## src/rtl/ps2_pkg.sv

```systemverilog
// ps2_pkg: shared PS/2 types, error codes and command constants.
package ps2_pkg;

    typedef enum logic [2:0] {
        S_IDLE,
        S_INHIBIT,
        S_REQ,
        S_WAIT_CLK,
        S_SHIFT,
        S_ACK,
        S_WAIT_REL
    } ps2_tx_state_e;

    localparam logic [1:0] ERR_NONE     = 2'd0;
    localparam logic [1:0] ERR_START_TO = 2'd1;
    localparam logic [1:0] ERR_PKT_TO   = 2'd2;
    localparam logic [1:0] ERR_NOACK    = 2'd3;

    localparam logic [7:0] CMD_SET_LEDS = 8'hED;
    localparam logic [7:0] CMD_RESET    = 8'hFF;
    localparam logic [7:0] RESP_ACK     = 8'hFA;
    localparam logic [7:0] RESP_RESEND  = 8'hFE;

    // {stop, odd parity, data}; shifted out LSB first
    function automatic logic [9:0] ps2_frame(input logic [7:0] d);
        return {1'b1, ~^d, d};
    endfunction

endpackage

```

## src/rtl/ps2_sync_edge.sv

```systemverilog
// ps2_sync_edge: 2-flop synchroniser plus falling-edge detect for one PS/2 line.
// Flops reset high (idle bus level) so reset release never fakes a falling edge.
module ps2_sync_edge (
    input  logic clk,
    input  logic rst_n,
    input  logic din,
    output logic sync,
    output logic fall
);

    logic meta;
    logic prev;

    always_ff @(posedge clk or negedge rst_n) begin
        if (!rst_n) {meta, sync, prev} <= 3'b111;
        else        {meta, sync, prev} <= {din, meta, sync};
    end

    assign fall = prev & ~sync;

endmodule

```

## src/rtl/ps2_host_tx.sv

```systemverilog
// ps2_host_tx: PS/2 host-to-device byte transmitter driving open-drain enables.
// Optional PS2_TX_RETRY_EN: resend the latched frame up to MAX_RETRIES times before reporting an error.
module ps2_host_tx
    import ps2_pkg::*;
#(
    parameter int INHIBIT_CYCLES = 12000,
    parameter int START_TIMEOUT  = 1500000,
    parameter int PACKET_TIMEOUT = 200000,
    parameter int MAX_RETRIES    = 2
) (
    input  logic       clk,
    input  logic       rst_n,
    input  logic [7:0] tx_data,
    input  logic       tx_valid,
    output logic       tx_ready,
    output logic       tx_done,
    output logic       tx_err,
    output logic [1:0] err_code,
    output logic       busy,
    input  logic       ps2_clk_in,
    input  logic       ps2_data_in,
    output logic       ps2_clk_oe,
    output logic       ps2_data_oe
);

    localparam int MAXP = (INHIBIT_CYCLES > START_TIMEOUT)
                        ? ((INHIBIT_CYCLES > PACKET_TIMEOUT) ? INHIBIT_CYCLES : PACKET_TIMEOUT)
                        : ((START_TIMEOUT > PACKET_TIMEOUT) ? START_TIMEOUT : PACKET_TIMEOUT);
    localparam int CW = $clog2(MAXP + 1);

    if (INHIBIT_CYCLES < 1 || MAX_RETRIES < 0) begin : g_bad_param
        $error("ps2_host_tx: INHIBIT_CYCLES must be >= 1 and MAX_RETRIES >= 0");
    end

    ps2_tx_state_e state, state_n;
    logic [9:0]    frame, frame_n;
    logic [3:0]    idx, idx_n;
    logic [CW-1:0] cnt, cnt_n;
    logic          clk_oe_n, data_oe_n, done_n, err_n;
    logic [1:0]    code_n, fail;
    logic          clk_sync, clk_fall, data_sync, data_fall_unused;

`ifdef PS2_TX_RETRY_EN
    localparam int RW = (MAX_RETRIES > 0) ? $clog2(MAX_RETRIES + 1) : 1;
    logic [RW-1:0] retry, retry_n;
`endif

    ps2_sync_edge u_clk_sync (
        .clk   (clk),
        .rst_n (rst_n),
        .din   (ps2_clk_in),
        .sync  (clk_sync),
        .fall  (clk_fall)
    );

    ps2_sync_edge u_data_sync (
        .clk   (clk),
        .rst_n (rst_n),
        .din   (ps2_data_in),
        .sync  (data_sync),
        .fall  (data_fall_unused)
    );

    assign tx_ready = (state == S_IDLE);
    assign busy     = ~tx_ready;

    always_comb begin
        state_n   = state;
        frame_n   = frame;
        idx_n     = idx;
        cnt_n     = (&cnt) ? cnt : cnt + 1'b1;
        clk_oe_n  = ps2_clk_oe;
        data_oe_n = ps2_data_oe;
        done_n    = 1'b0;
        err_n     = 1'b0;
        code_n    = err_code;
        fail      = ERR_NONE;
`ifdef PS2_TX_RETRY_EN
        retry_n   = retry;
`endif
        case (state)
            S_IDLE: begin
                clk_oe_n  = 1'b0;
                data_oe_n = 1'b0;
                if (tx_valid) begin
                    frame_n  = ps2_frame(tx_data);
                    cnt_n    = '0;
                    clk_oe_n = 1'b1;
                    code_n   = ERR_NONE;
                    state_n  = S_INHIBIT;
`ifdef PS2_TX_RETRY_EN
                    retry_n  = '0;
`endif
                end
            end
            S_INHIBIT: begin
                if (cnt == CW'(INHIBIT_CYCLES - 1)) begin
                    data_oe_n = 1'b1;
                    cnt_n     = '0;
                    state_n   = S_REQ;
                end
            end
            S_REQ: begin
                clk_oe_n = 1'b0;
                cnt_n    = '0;
                state_n  = S_WAIT_CLK;
            end
            S_WAIT_CLK: begin
                // a fall in the timeout cycle still counts as the device answering
                if (clk_fall) begin
                    data_oe_n = ~frame[0];
                    idx_n     = 4'd1;
                    cnt_n     = '0;
                    state_n   = S_SHIFT;
                end else if (cnt == CW'(START_TIMEOUT)) begin
                    fail = ERR_START_TO;
                end
            end
            S_SHIFT: begin
                if (clk_fall) begin
                    data_oe_n = ~frame[idx];
                    idx_n     = idx + 4'd1;
                    state_n   = (idx == 4'd9) ? S_ACK : S_SHIFT;
                end else if (cnt == CW'(PACKET_TIMEOUT)) begin
                    fail = ERR_PKT_TO;
                end
            end
            S_ACK: begin
                if (clk_fall) begin
                    if (data_sync) fail = ERR_NOACK;
                    else           state_n = S_WAIT_REL;
                end else if (cnt == CW'(PACKET_TIMEOUT)) begin
                    fail = ERR_PKT_TO;
                end
            end
            S_WAIT_REL: begin
                if (clk_sync && data_sync) begin
                    done_n  = 1'b1;
                    state_n = S_IDLE;
                end else if (cnt == CW'(PACKET_TIMEOUT)) begin
                    fail = ERR_PKT_TO;
                end
            end
            default: state_n = S_IDLE;
        endcase
        if (fail != ERR_NONE) begin
            clk_oe_n  = 1'b0;
            data_oe_n = 1'b0;
            err_n     = 1'b1;
            code_n    = fail;
            state_n   = S_IDLE;
`ifdef PS2_TX_RETRY_EN
            if (retry < RW'(MAX_RETRIES)) begin
                retry_n  = retry + 1'b1;
                clk_oe_n = 1'b1;
                cnt_n    = '0;
                err_n    = 1'b0;
                code_n   = err_code;
                state_n  = S_INHIBIT;
            end
`endif
        end
    end

    always_ff @(posedge clk or negedge rst_n) begin
        if (!rst_n) begin
            state       <= S_IDLE;
            frame       <= '0;
            idx         <= '0;
            cnt         <= '0;
            ps2_clk_oe  <= 1'b0;
            ps2_data_oe <= 1'b0;
            tx_done     <= 1'b0;
            tx_err      <= 1'b0;
            err_code    <= ERR_NONE;
`ifdef PS2_TX_RETRY_EN
            retry       <= '0;
`endif
        end else begin
            state       <= state_n;
            frame       <= frame_n;
            idx         <= idx_n;
            cnt         <= cnt_n;
            ps2_clk_oe  <= clk_oe_n;
            ps2_data_oe <= data_oe_n;
            tx_done     <= done_n;
            tx_err      <= err_n;
            err_code    <= code_n;
`ifdef PS2_TX_RETRY_EN
            retry       <= retry_n;
`endif
        end
    end

endmodule

```

## config.mk

```make
export PLATFORM = sky130hd
export DESIGN_NAME = ps2_host_tx
export DESIGN_NICKNAME = d
export VERILOG_FILES = /design/src/rtl/ps2_pkg.sv /design/src/rtl/ps2_sync_edge.sv /design/src/rtl/ps2_host_tx.sv
export SDC_FILE = /design/constraint.sdc
export NUM_CORES = 1
export LEC_CHECK = 0
export BUFFER_PORTS_ARGS = -buffer_cell sky130_fd_sc_hd__buf_2
export CORE_MARGIN = 2
export CORE_UTILIZATION = 45
export CTS_BUF_LIST = sky130_fd_sc_hd__clkbuf_16
export CTS_CLUSTER_DIAMETER = 200
export DETAILED_ROUTE_END_ITERATION = 7
export PLACE_DENSITY_LB_ADDON = 0.08
export SETUP_SLACK_MARGIN = 0.3
export SYNTH_ARGS = -nofsm -noshare
export SYNTH_HDL_FRONTEND = slang
export SYNTH_SLANG_ARGS = --single-unit
```

## constraint.sdc

```tcl
create_clock -name clk -period 2.4 [get_ports clk]
set_clock_uncertainty 0.15 [all_clocks]
set_input_delay 0.12 -clock clk [delete_from_list [all_inputs] [get_ports clk]]
set_output_delay 0.12 -clock clk [all_outputs]
set_load 0.01 [all_outputs]
```

; After elaboration in Yosys (flattened, before gate mapping)
; Index checks and enable logic that the tools add are counted.
; Widths: inputs -> output; s select.
[op_classes]
multipliers = 0
order_cmp = 1
div = 0
eq_ne = 19
addsub = 2
n_mux = 42
n_reduce_logical = 15
bitwise = 5
shift = 0
[ops]
columns = op, n
row1 = $mux 21, 4
row2 = $pmux 21 s4, 1
row3 = $mux 3, 8
row4 = $add 21x1->21 const B, 1
row5 = $eq 21x14->1 const B, 1
row6 = $eq 21x18->1 const B, 1
row7 = $eq 21x21->1 const B, 1
row8 = $pmux 3 s7, 1
row9 = $reduce_and 21->1, 1
row10 = $ne 3x3->1 const B, 6
row11 = $mux 2, 8
row12 = $mux 1, 13
row13 = $eq 3x3->1 const B, 3
row14 = $mux 4, 2
row15 = $pmux 2 s4, 1
row16 = $pmux 4 s2, 1
row17 = $reduce_bool 2->1, 4
row18 = $reduce_xnor 8->1, 1
row19 = $reduce_and 7->1, 1
row20 = $eq 3x2->1 const B, 2
row21 = $lt 4x5->1 const B, 1
row22 = $reduce_bool 5->1, 1
row23 = $add 4x1->4 const B, 1
row24 = $bmux 1 s4, 1
row25 = 14 further kinds, 19
[word_totals]
word_cells = 98
latch_bits = 0
register_bits = 49
romBits = 0
mem_count = 0
inputBits = 13
out_inout_bits = 8
ramBits = 0

; Logic depth before layout (Yosys ltp)
[depth]
depth_word = 7
mapped_depth = 8
ltp_nobuf = 8

; Hierarchy
; A second synthesis with hierarchy kept.
[unflattened]
hier_cells = 272
area_unflattened_um2 = 2700.1
[modules_own_cells]
columns = module, area_each_um2, instances, cells_per_inst, seq_area_each_um2
row1 = ps2_host_tx, 2514.9, 1, 264, 1101.1
row2 = ps2_sync_edge, 92.6, 2, 4, 78.8

; Worst setup path after synthesis
; Ideal clock, no wire load.
[synth_path]
kind = register to register
start = register cnt[14]
end = register cnt[2]
path_slack_ns = 0.255
path_stages_with_launch = 7
required_ns = 2.119
setup_time_ns = 0.131
t_arrival_ns = 1.864
n_path_buf = 1
period_less_slack_ns = 2.145
cell_sequence = dfrtp_1 > or4_4 > nor4_4 > a311oi_1 > nor3_2 > buf_6 > nor3_2
[synth_between]
elab_chain_len = 4
word_cells_on_any_way = 7
cone_classes = eq/ne (1) / mux (5) / reduce/logical (1)
[synth_lines]
columns = item, line_no
row1 = "start, declared", ps2_host_tx.sv:38  ; logic [CW-1:0] cnt, cnt_n;
row2 = "start signal, assigned", ps2_host_tx.sv:183  ; cnt <= cnt_n;
row3 = $reduce_and 21->1, ps2_host_tx.sv:71  ; cnt_n = (&cnt) ? cnt : cnt + 1'b1;
row4 = $mux 21, ps2_host_tx.sv:71
row5 = $mux 21 (on tied branches), "ps2_host_tx.sv:110, ps2_host_tx.sv:85, ps2_host_tx.sv:97"
row6 = $pmux 21 s4 *, ps2_host_tx.sv:81  ; case (state)
row7 = via cnt_n[2], ps2_host_tx.sv:38
; Mark *: on every way through the listed nets, which the timed path passes. The rest lies on a longest branch.
; A chain may end at the register's enable or synchronous reset.

; Worst setup path in the final report
[layout_path]
start = register cnt[15]
end = register cnt[17]
[layout_between]
elab_chain_len = 4
word_cells_on_any_way = 8
cone_classes = add/sub (1) / eq/ne (1) / mux (5) / reduce/logical (1)
[layout_lines]
columns = item, line_no
row1 = $add 21x1->21 / $reduce_and 21->1 (equally long branches), ps2_host_tx.sv:71
row2 = $mux 21, ps2_host_tx.sv:71
row3 = $mux 21 (on tied branches), "ps2_host_tx.sv:110, ps2_host_tx.sv:85, ps2_host_tx.sv:97"
row4 = $pmux 21 s4 *, ps2_host_tx.sv:81
row5 = via cnt_n[17], ps2_host_tx.sv:38
; Marks and branches as above.

==> reports/qor.csv <==
stage,metric,value,unit
power_and_ir_drop,internal-power,2.312,mW
synth,synth_top_family_by_area,simple AND/OR/NAND/NOR gates,
finish,drive_gt1_share,35.46,%
clocking,clkLatencyLatePin,0.28,ns
global_route,grt.total_usage,20.27,%
critical_path,crit_family,simple AND/OR/NAND/NOR gates,
die,dieWidth,81.27,microns
routing,wirelength,5.981,mm
critical_path,critPathCaptureType,flip-flop,
global_route,grt_pass1_wl,10.19,mm
sta,rsz0062_at_grt,true,
finish,nFillCells,494,
power_and_ir_drop,p_comb_share,44.5,%
power_and_ir_drop,p_switching,1.244,mW
sta,drv_slew,0,
die,std_cell_rows,28,
critical_path,worstSetupPathType,reg -> reg,
flow_run,maxCapViolations,0,
min_path,hp-class,in -> reg,
global_route,grt_util_met3,3.667,%
critical_path,critPathMaxFanout,5,
routing,ant_nets,0,
critical_path,start_kind,flip-flop,
finish,fin_cells,388,
synth,ys_types,54,
finish,final_nets,329,
synth,async_flop_share,100.0,%
critical_path,cp.required,2.43,ns
synth,synth-seq-cells,49,
routing,drtIter0Drc,158,
synth,synth-seq-area-share,45.88,%
sta,min_period,2.173,ns
die,core,0.005851,sq mm
global_route,top_usage_layer,met2,
placed_design,post-place-cells,357,
sta,finalSetupViolCount,0,
clocking,cts_tree,done,
clocking,cts_max_level,2,
synth,postSynthAreaPerCell,10.29,sq um
clocking,numCtsBuffers,5,
sta,tns,0,ns
critical_path,worstPathArrival,2.20,ns
synth,synth_xor_area_share,7.173,%
placed_design,dp.final_hpwl,3.977,mm
synth,synth_nets,278,
synth,syn-cell-area,0.002686,sq mm
power_and_ir_drop,p_per_area,1020,mW/mm^2
routing,dr.pass1.iters,4,
synth,synth_edf_count,0,
routing,route.detailed.drc,0,
power_and_ir_drop,power_leakage,1.480,nW
global_route,use_met1,29.82,%
synth,yosysWarnings,0,
critical_path,slowest_delay,0.53,ns
power_and_ir_drop,finalPower,3.556,mW
synth,synthMuxAreaShare,5.822,%
synth,yosys.area_share.simple,26.04,%
finish,syn_to_final_growth,29.76,%
critical_path,cp_cell_sequence,or4_4 -> nor4_4 -> a311oi_2 -> nor3_4 -> buf_6 -> clkbuf_16 -> nor2_2,
die,pin_count,21,
power_and_ir_drop,swShare,34.99,%
global_route,grt_pass1_vias,2124,
global_route,grt_max_degree,32,
clocking,clk_pin_slew,0.07,ns
die,start_util,45.92,%
sta,hold_violations,0,
global_route,use_met2,30.33,%
routing,viasPerCell,5.497,
synth,synth_compound_area_share,9.874,%
placed_design,gp_congestion,0.8323,
global_route,antenna_found_initial,0,
clocking,cts_root_buf,clkbuf_16,
critical_path,critPathBufInv,2,
clocking,numClockSinks,49,
outcome,status,completed,
sta,slew-limit-headroom,53.43,%
finish,diodes,0,
placed_design,numPortBuffers,20,
die,die_area,0.006604,sq mm
power_and_ir_drop,pwr-share-clk,22.4,%
sta,period_share,90.56,%
global_route,grt_overflow,0,
sta,worst_hold_slack,0.1139,ns
synth,ys.flop_type,dfrtp_1,
clocking,cts_buffer_depth,2,
sta,fmax,460.1,MHz
routing,vias,2133,
power_and_ir_drop,seqPwrFrac,33.1,%
routing,wl_per_cell,15.41,microns
die,dieHeight,81.27,microns
sta,worstMarginPinSlew,0.6986,ns
synth,syn_inst,261,
critical_path,critPathSlowestCell,or4_4,
synth,yosys.area_share.adder,1.863,%
power_and_ir_drop,ir_drop,0.5108,mV
-- kinds of logic (layout without fill, tap and decap cells) --
family / after synthesis / after routing
AND/OR/NAND/NOR: 116 / 116
flip-flops: 49 / 49
AO/OA/AOI/OAI: 39 / 39
XOR/XNOR: 22 / 22
buffers and inverters: 19 / 71
multiplexers: 12 / 12
adder cells (fa/ha/maj): 4 / 4
-- power groups by stage --
stage / combinational [mW] / sequential [mW] / clock, mW
global placement: 1.06 / 1.19 / 0
floorplan: 0.855 / 1.09 / 0
global route: 1.72 / 1.21 / 0.841
CTS: 1.25 / 1.17 / 0.819
detailed placement: 1.07 / 1.19 / 0
finish: 1.58 / 1.18 / 0.797
-- repair_timing --
item                                    in CTS  in global routing
resized for setup                            4                 24
pin swaps                                    4                 15
endpoints found under the hold margin       35                  0
cloned                                       1                  2
buffers inserted                             7                  2
hold buffers                                11                  0
endpoints found under the setup margin      25                 26
-- cells in the final DEF (no fill, tap or decap), types with 2 or more instances in the layout --
cell type | Yosys | routed
and3_1 | 5 | 4
nand4_1 | 12 | 12
ha_1 | 4 | 4
nor2_2 | 18 | 8
or3_1 | 2 | 2
buf_4 | 0 | 20
clkbuf_16 | 0 | 7
nor3_1 | 7 | 4
buf_2 | 3 | 20
dfstp_2 | 5 | 5
a311oi_1 | 3 | 2
nand3_1 | 7 | 6
nor3_2 | 4 | 3
mux4_2 | 2 | 2
or2_2 | 2 | 2
and4_1 | 5 | 5
a31oi_1 | 8 | 7
nor3_4 | 1 | 5
nor4_2 | 0 | 2
nor2_4 | 0 | 10
dlygate4sd3_1 | 0 | 11
dfrtp_1 | 44 | 41
inv_1 | 6 | 7
and2_1 | 2 | 2
nor2_1 | 14 | 14
a21oi_1 | 10 | 10
xnor2_1 | 8 | 8
nor2b_1 | 4 | 4
o21ai_0 | 5 | 5
dfrtp_2 | 0 | 3
nand2_1 | 19 | 19
xor2_1 | 14 | 14
nand2b_1 | 2 | 2
mux2_2 | 9 | 9
buf_6 | 2 | 2
-- flip-flops by register name, summed over array words and instances, names as in the netlist --
| register | flops |
|---|---|
| frame | 10 |
| tx_done | 1 |
| u_data_sync.meta | 1 |
| state | 3 |
| err_code | 2 |
| u_clk_sync.meta | 1 |
| idx | 4 |
| u_clk_sync.prev | 1 |
| tx_err | 1 |
| u_clk_sync.sync | 1 |
| cnt | 21 |
| ps2_data_oe | 1 |
| ps2_clk_oe | 1 |
| u_data_sync.sync | 1 |
-- routing by layer --
| metal | vias to the layer above | routed length [microns] |
|---|---|---|
| met2 | 41 | 2624 |
| met1 | 1041 | 3131 |
| met4 | 0 | 62 |
| li1 | 1047 | - |
| met3 | 4 | 163 |
| met5 | - | 0 |
-- final cells by class --
cell class	count	area (sq um)	area share [%]
Clock buffer	5	125.1	3.589
Clock inverter	3	38.79	1.113
Inverter	6	22.52	0.6461
Multi-Input combinational cell	193	1489	42.71
Sequential cell	49	1236	35.46
Tap cell	75	93.84	2.692
Timing Repair Buffer	57	480.5	13.78
-- worst reg2reg max path: stages (launching register included) --
cell,delay (ns)
dfrtp_2,0.42
or4_4,0.53
nor4_4,0.24
a311oi_2,0.18
nor3_4,0.20
buf_6,0.16
clkbuf_16,0.16
nor2_2,0.04
-- per-stage QoR --
stage / worst slack [ns] / cell area (sq um) / utilization, %
global placement: 0.2294 / 2937 / 50.19
finish: 0.2266 / 3486 / 59.58
detailed placement: 0.1781 / 2937 / 50.19
global route: 0.1459 / 3486 / 59.58
floorplan: 0.3118 / 2686 / -
CTS: 0.2568 / 3304 / 56.48
-- path summary, 6_finish.rpt --
check / to / startpoint / slack [ns] / cells past startpoint
worst max-delay path: cnt[17]$_DFF_PN0_ / cnt[15]$_DFF_PN0_ / 0.23 / 7
worst min-delay path: frame[9]$_DFFE_PN0P_ / tx_valid / 0.11 / 3
worst max register to register: cnt[17]$_DFF_PN0_ / cnt[15]$_DFF_PN0_ / 0.23 / 7
worst min register to register: u_clk_sync.sync$_DFF_PN1_ / u_clk_sync.meta$_DFF_PN1_ / 0.21 / 0
max in group asynchronous: state[0]$_DFFE_PN0P_ / rst_n / 1.10 / 3
min in group asynchronous: cnt[19]$_DFF_PN0_ / rst_n / 0.27 / 2
-- cells in the mapped netlist (all sizes together) (2+ instances only) --
| master | n | share of area, % |
|---|---|---|
| dfrtp | 44 | 41 |
| nor2 | 32 | 6.1 |
| nand2 | 19 | 2.7 |
| xor2 | 14 | 4.6 |
| nand4 | 12 | 2.8 |
| nor3 | 12 | 3.4 |
| a21oi | 10 | 1.9 |
| mux2 | 9 | 3.8 |
| a31oi | 8 | 1.9 |
| clkbuf | 8 | 1.1 |
| xnor2 | 8 | 2.6 |
| nand3 | 7 | 1.3 |
| and3 | 6 | 1.4 |
| inv | 6 | 0.84 |
| o21ai | 6 | 1.1 |
| and4 | 5 | 1.6 |
| buf | 5 | 1.4 |
| dfstp | 5 | 4.9 |
| ha | 4 | 1.9 |
| nor2b | 4 | 0.93 |
| nor4 | 4 | 1.5 |
| a311oi | 3 | 0.98 |
| and2 | 3 | 0.70 |
| mux4 | 2 | 1.7 |
| nand2b | 2 | 0.47 |
| or2 | 2 | 0.47 |
| or3 | 2 | 0.47 |
No activity file was read; power rests on OpenSTA's default activity.
